### config.mk
export PLATFORM = sky130hd
export DESIGN_NAME = usi_spi_sched
export DESIGN_NICKNAME = d
export VERILOG_FILES = /design/src/rtl/usi_spi_pkg.sv /design/src/rtl/usi_spi_shift.sv /design/src/rtl/usi_spi_sched.sv
export SDC_FILE = /design/constraint.sdc
export NUM_CORES = 1
export LEC_CHECK = 0
export ABC_CLOCK_PERIOD_IN_PS = 3800
export CAP_MARGIN = 20
export CORE_ASPECT_RATIO = 0.7
export CORE_MARGIN = 3
export CORE_UTILIZATION = 49
export DETAILED_ROUTE_END_ITERATION = 8
export GPL_TIMING_DRIVEN = 0
export HOLD_SLACK_MARGIN = 0.05
export PLACE_DENSITY = 0.81
export SYNTH_ARGS = -nofsm -noshare
export SYNTH_HDL_FRONTEND = slang
export SYNTH_HIERARCHICAL = 1
export SYNTH_SLANG_ARGS = --single-unit
### constraint.sdc
create_clock -name clk -period 3.8 [get_ports clk]
set_input_delay 1.14 -clock clk [delete_from_list [all_inputs] [get_ports clk]]
set_output_delay 1.14 -clock clk [all_outputs]
set_load 0.1 [all_outputs]
### src/rtl/usi_spi_pkg.sv
// Shared definitions for the USI SPI scheduler: state encoding, data/length
// widths, default timing parameters and the effective-length helper.
package usi_spi_pkg;

    localparam int LEN_W        = 5;
    localparam int DATA_W       = 16;

    localparam int CLK_DIV_DEF  = 2;
    localparam int CS_SETUP_DEF = 1;
    localparam int CS_HOLD_DEF  = 1;

    typedef enum logic [2:0] {
        IDLE,
        SETUP,
        SHIFT,
        HOLD,
        DONE
    } state_t;

    // Index of the last bit to shift. Lengths 0 and 17..31 mean a full word.
    function automatic logic [3:0] last_bit_idx(input logic [LEN_W-1:0] len);
        if (len == '0 || len > 5'd16) begin
            return 4'd15;
        end
        return 4'(len - 5'd1);
    endfunction

endpackage

### src/rtl/usi_spi_shift.sv
// Serial engine: divider, bit counter, TX/RX shift registers, sclk (mode 0).
// Ports:
//   clk, rst_b        block clock, synchronous active-low reset
//   load              latch data/len and clear RX (grant cycle)
//   run               FSM is in SHIFT
//   data, len         TX word (MSB first) and raw length
//   sd1_in            MISO
//   sclk, sd0         serial clock and MOSI
//   last              final cycle of the last bit's high phase
//   rx_data           received bits, right-aligned
module usi_spi_shift
    import usi_spi_pkg::*;
#(
    parameter int CLK_DIV = CLK_DIV_DEF
) (
    input  logic              clk,
    input  logic              rst_b,
    input  logic              load,
    input  logic              run,
    input  logic [DATA_W-1:0] data,
    input  logic [LEN_W-1:0]  len,
    input  logic              sd1_in,
    output logic              sclk,
    output logic              sd0,
    output logic              last,
    output logic [DATA_W-1:0] rx_data
);

    localparam logic [7:0] DIV_LD = 8'(CLK_DIV - 1);

    logic [7:0]        div_cnt;
    logic [3:0]        bit_cnt;
    logic              phase;
    logic [DATA_W-1:0] tx_sr;
    logic [DATA_W-1:0] rx_sr;
    logic              tc;

    assign tc      = (div_cnt == 8'd0);
    assign last    = run && phase && tc && (bit_cnt == 4'd0);
    assign sclk    = phase;
    assign sd0     = tx_sr[DATA_W-1];
    assign rx_data = rx_sr;

    // phase=0 is the sclk-low half of a bit, phase=1 the high half.
    // RX samples on the low->high transition, TX advances on high->low,
    // so MOSI only ever moves while sclk is low.
    always_ff @(posedge clk) begin
        if (!rst_b) begin
            div_cnt <= '0;
            bit_cnt <= '0;
            phase   <= 1'b0;
            tx_sr   <= '0;
            rx_sr   <= '0;
        end else if (load) begin
            div_cnt <= DIV_LD;
            bit_cnt <= last_bit_idx(len);
            phase   <= 1'b0;
            tx_sr   <= data;
            rx_sr   <= '0;
        end else if (run) begin
            if (tc) begin
                div_cnt <= DIV_LD;
                phase   <= ~phase;
                if (!phase) begin
                    rx_sr <= {rx_sr[DATA_W-2:0], sd1_in};
                end else begin
                    tx_sr <= {tx_sr[DATA_W-2:0], 1'b0};
                    if (bit_cnt != 4'd0) begin
                        bit_cnt <= bit_cnt - 4'd1;
                    end
                end
            end else begin
                div_cnt <= div_cnt - 8'd1;
            end
        end
    end

endmodule

### src/rtl/usi_spi_sched.sv
// Two-requester SPI transfer scheduler: round-robin arbitration, transfer
// sequencing FSM (chip-select setup/shift/hold) and response routing.
// Ports:
//   clk, pad_cpu_rst_b          clock, synchronous active-low reset
//   en                          permits new grants
//   reqN_valid/ready/data/len   request handshake per requester
//   rspN_valid, rsp_data        one-cycle completion pulse and RX word
//   usi0_*                      serial pins and output enables
//   spi_cs_b                    chip select, active-low
//   busy, owner                 FSM not idle; current/last granted requester
//
// state | meaning
// IDLE  | waiting for a grant
// SETUP | cs_b low, waiting CS_SETUP cycles before the first bit
// SHIFT | bits moving on sclk/sd0/sd1
// HOLD  | cs_b still low for CS_HOLD cycles after the last falling sclk
// DONE  | cs_b high, response pulse to the owner, no grant this cycle
module usi_spi_sched
    import usi_spi_pkg::*;
#(
    parameter int CLK_DIV  = CLK_DIV_DEF,
    parameter int CS_SETUP = CS_SETUP_DEF,
    parameter int CS_HOLD  = CS_HOLD_DEF
) (
    input  logic              clk,
    input  logic              pad_cpu_rst_b,
    input  logic              en,
    input  logic              req0_valid,
    input  logic              req1_valid,
    output logic              req0_ready,
    output logic              req1_ready,
    input  logic [DATA_W-1:0] req0_data,
    input  logic [DATA_W-1:0] req1_data,
    input  logic [LEN_W-1:0]  req0_len,
    input  logic [LEN_W-1:0]  req1_len,
    output logic              rsp0_valid,
    output logic              rsp1_valid,
    output logic [DATA_W-1:0] rsp_data,
    output logic              usi0_sclk_out,
    output logic              usi0_sclk_oe,
    output logic              usi0_sd0_out,
    output logic              usi0_sd0_oe,
    input  logic              usi0_sd1_in,
    output logic              spi_cs_b,
    output logic              busy,
    output logic              owner
);

    localparam logic [3:0] SETUP_LD = (CS_SETUP > 0) ? 4'(CS_SETUP - 1) : 4'd0;
    localparam logic [3:0] HOLD_LD  = (CS_HOLD  > 0) ? 4'(CS_HOLD  - 1) : 4'd0;

    state_t      state;
    state_t      state_nxt;
    logic [3:0]  tmr;
    logic        rr_last;
    logic        owner_q;
    logic        oe_q;
    logic        grant_ok;
    logic        gnt1;
    logic        accept;
    logic        shift_run;
    logic        shift_last;

    // Gated by reset so no handshake can complete while reset is held.
    assign grant_ok   = pad_cpu_rst_b && en && (state == IDLE);
    // On a tie the requester not granted last wins.
    assign gnt1       = req1_valid && (!req0_valid || !rr_last);
    assign req0_ready = grant_ok && req0_valid && !gnt1;
    assign req1_ready = grant_ok && gnt1;
    assign accept     = req0_ready || req1_ready;

    usi_spi_shift #(
        .CLK_DIV (CLK_DIV)
    ) u_shift (
        .clk     (clk),
        .rst_b   (pad_cpu_rst_b),
        .load    (accept),
        .run     (shift_run),
        .data    (gnt1 ? req1_data : req0_data),
        .len     (gnt1 ? req1_len  : req0_len),
        .sd1_in  (usi0_sd1_in),
        .sclk    (usi0_sclk_out),
        .sd0     (usi0_sd0_out),
        .last    (shift_last),
        .rx_data (rsp_data)
    );

    always_ff @(posedge clk) begin
        if (!pad_cpu_rst_b) begin
            state <= IDLE;
        end else begin
            state <= state_nxt;
        end
    end

    always_ff @(posedge clk) begin
        if (!pad_cpu_rst_b) begin
            tmr     <= '0;
            owner_q <= 1'b0;
            rr_last <= 1'b1;
            oe_q    <= 1'b0;
        end else begin
            oe_q <= 1'b1;
            if (accept) begin
                owner_q <= gnt1;
                rr_last <= gnt1;
                tmr     <= SETUP_LD;
            end else if (state == SHIFT && shift_last) begin
                tmr <= HOLD_LD;
            end else if ((state == SETUP || state == HOLD) && tmr != 4'd0) begin
                tmr <= tmr - 4'd1;
            end
        end
    end

    always_comb begin
        state_nxt = state;
        case (state)
            IDLE:    if (accept)     state_nxt = (CS_SETUP == 0) ? SHIFT : SETUP;
            SETUP:   if (tmr == 4'd0) state_nxt = SHIFT;
            SHIFT:   if (shift_last) state_nxt = (CS_HOLD == 0) ? DONE : HOLD;
            HOLD:    if (tmr == 4'd0) state_nxt = DONE;
            DONE:    state_nxt = IDLE;
            default: state_nxt = IDLE;
        endcase
    end

    always_comb begin
        spi_cs_b     = !(state == SETUP || state == SHIFT || state == HOLD);
        busy         = (state != IDLE);
        shift_run    = (state == SHIFT);
        rsp0_valid   = (state == DONE) && !owner_q;
        rsp1_valid   = (state == DONE) && owner_q;
        owner        = owner_q;
        usi0_sclk_oe = oe_q;
        usi0_sd0_oe  = oe_q;
    end

endmodule

==> impl_metrics.yaml <==
run_status:
  status: "finished clean"
clock_network:
  cts-buffers-inserted: 5
  clk_latency_ps: 300
  post_cts_buffers: 0
  cts_hold_buffers: 0
  cts.reportedPaths.clkPinSlew_ps: 100
  clk_path_buf_depth: 2
  cts_root_buf: "clkbuf_8"
  cts_max_level: 2
  cts_tree: "done"
  cts.sinks: 55
synthesis:
  async_flop_share_pct: 0
  synth.avg_cell_area_um2: 9.61
  ys_warn_count: 6
  netlist_instances: 294
  ys_ff_latch: 55
  synth_nets: 347
  seq_area_frac_synth_pct: 39.0
  syn_area_mm2: 0.00283
  ys.flop_type: "dfxtp_1"
  synth_edf_count: 0
  ys_types: 55
global_route:
  grt_max_degree: 18
  grt_usage_pct: 17.4
  grt_overflow: 0
  antenna_found_initial: 0
  grt_pass1_vias: 2269
  grt_pass1_wl_um: 10000
setup_path:
  setup.worst_path.end_class: "output port"
  path_max_fanout: 12
  cp.arrival_ps: 2500
  critical_path_class: "in2out"
  required_ps: 2660
  critPathLaunchType: "input pin"
power:
  total_power_mw: 1.26
  power_frac_comb_pct: 24.8
  internal_power_mw: 0.882
  power.share.switching_pct: 30.1
  p_leak_nw: 1.46
  p_per_area_mw_per_mm2: 337
  clockPowerShare_pct: 25.3
  p_sw_mw: 0.380
  power.share.sequential_pct: 49.9
  irDropWorstVdd_mv: 0.157
floorplanning:
  ios: 75
  die_h_um: 69.5
  rows: 22
  core-area_mm2: 0.00540
  die_w_um: 96.8
  start_util_pct: 52.4
  die_area_mm2: 0.00673
timing:
  finalHoldViolations: 0
  maxSlewViolCount: 0
  holdWs_ps: 474
  fin_skew_ps: 8.46
  finalSetupViolations: 0
  fin_crit_sh_pct: 95.8
  tightest_slew_ps: 992
  fin_crit_ps: 3640
  slew_headroom_pct: 33.6
  clock.fmax_ghz: 0.275
  rsz0062_at_grt: "false"
drt:
  num_vias: 2294
  detail-route-antenna-nets: 0
  drt_iter0_markers: 110
  post-route-drc-count: 0
  drt-pass1-iter-count: 4
  routedWlPerCell_um: 13.1
  wirelength_um: 5860
  vias_per_cell: 5.12
hold_path:
  holdCritPathClass: "reg2reg"
place:
  gp_congestion: 0.762
  dp_hpwl_um: 4610
  io_buffers: 74
finish:
  nets: 428
  drive_gt1_share_pct: 11.2
  diodes: 0
  areaGrowthSynthToFinish_pct: 32.4
run:
  maxCapViolCount: 0
-- cell type report --
cell class,instances,area [µm²]
fillers,439,1650
well taps,72,90.1
plain buffers,15,104
repair buffers,74,734
flip-flops and latches,55,1100
clock inverters,2,16.3
multi-input cells,212,1580
clock buffers,6,72.6
inverters,12,45.0
-- routing by layer --
| layer | GRT usage, % | wire length (µm) |
|---|---|---|
| met5 | 0 | 0 |
| met4 | 4.83 | 42 |
| met3 | 4.02 | 350 |
| met2 | 27.3 | 2580 |
| met1 | 23.9 | 2890 |
-- cells by family after synthesis --
family          synth area share [%]
compound gates                  12.0
xor+xnor                        4.03
fa+ha+maj                       2.21
buf+inv                         5.27
flops                           39.0
mux                             20.1
simple gates                    17.4
-- metrics by stage --
step | setup WS, ps | instance area (µm²) | setup TNS (ps) | std cells | util, %
after floorplan | 388 | 2830 | 0 | 294 | -
after global placement | -960 | 3660 | -2380 | 440 | 67.8
after detailed placement | -984 | 3660 | -3460 | 440 | 67.8
after CTS | 144 | 3740 | 0 | 448 | 69.3
after global routing | 60.4 | 3740 | 0 | 448 | 69.3
final | 158 | 3740 | 0 | 448 | 69.3
-- path summary, 6_finish.rpt --
check	start	cells after the start	to	slack [ps]
min	u_shift/tx_sr[0]	2	u_shift/tx_sr[0]	470
min reg2reg	u_shift/tx_sr[0]	2	u_shift/tx_sr[0]	470
max	pad_cpu_rst_b	5	req0_ready	160
max reg2reg	rr_last	9	u_shift/bit_cnt[3]	1280
-- power by group through the flow --
stage	Clock (mW)	Combinational [mW]	Sequential, mW
final	0.320	0.313	0.629
after global routing	0.347	0.341	0.634
after CTS	0.328	0.315	0.629
after detailed placement	0	0.314	0.642
after global placement	0	0.307	0.641
after floorplan	0	0.194	0.661
-- placed cells by master, fill, tap and decap left out, types with 2 or more instances in the layout --
| master | instances |
|---|---|
| nor2b_1 | 2 |
| nor3_1 | 4 |
| nor2_1 | 35 |
| buf_4 | 6 |
| nand4b_1 | 2 |
| o21ai_0 | 19 |
| nand2_1 | 14 |
| clkdlybuf4s50_1 | 71 |
| clkbuf_8 | 5 |
| nor3b_2 | 3 |
| xor2_1 | 4 |
| clkbuf_1 | 8 |
| ha_1 | 5 |
| inv_1 | 12 |
| xnor2_1 | 9 |
| mux2_2 | 2 |
| dfxtp_1 | 55 |
| or3b_2 | 2 |
| nor2_2 | 4 |
| a22o_1 | 2 |
| mux2i_1 | 33 |
| mux2_1 | 19 |
| buf_6 | 2 |
| a21oi_2 | 2 |
| a21oi_1 | 17 |
| o22ai_1 | 2 |
| nand3_1 | 3 |
| nor4_1 | 2 |
-- flip-flops by register name, indices dropped and copies added (netlist names) --
signal,flops
u_shift/rx_data,16
tmr,4
u_shift/div_cnt,8
u_shift/tx_sr,16
u_shift/bit_cnt,4
usi0_sclk_oe,1
rr_last,1
owner,1
state,3
u_shift/sclk,1
-- critical path: stages --
cell and delay (ps):
dlygate4sd2_1 500, and2b_2 270, nand4_1 180, nor2_2 110
buf_4 290
-- Yosys cell counts (all sizes together) (2+ instances only) --
library cell   n  area, µm²
nor2b          3       21.3
clkbuf         7       26.3
nand3          4       32.5
a21oi         19        103
buf            8       77.6
nor2          40        165
and2b          2       16.3
xor2           4       35.0
o21ai         19       95.1
or3b           2       17.5
nand4b         2       17.5
ha             5       62.6
nor4           3       33.8
nand2         15       58.8
dfxtp         55       1100
o22ai          2       12.5
nand2b         2       15.0
mux2i         33        330
nor3b          4       45.1
mux2          21        236
a22o           2       17.5
xnor2          9       78.8
a211oi         2       20.0
inv           12       45.0
nor3           4       20.0
-- timing repair --
action	in CTS	in global routing
endpoints found under the setup margin	2	0
resized for setup	13	0
hold endpoints to repair	0	0
No activity file was read; power rests on OpenSTA's default activity.
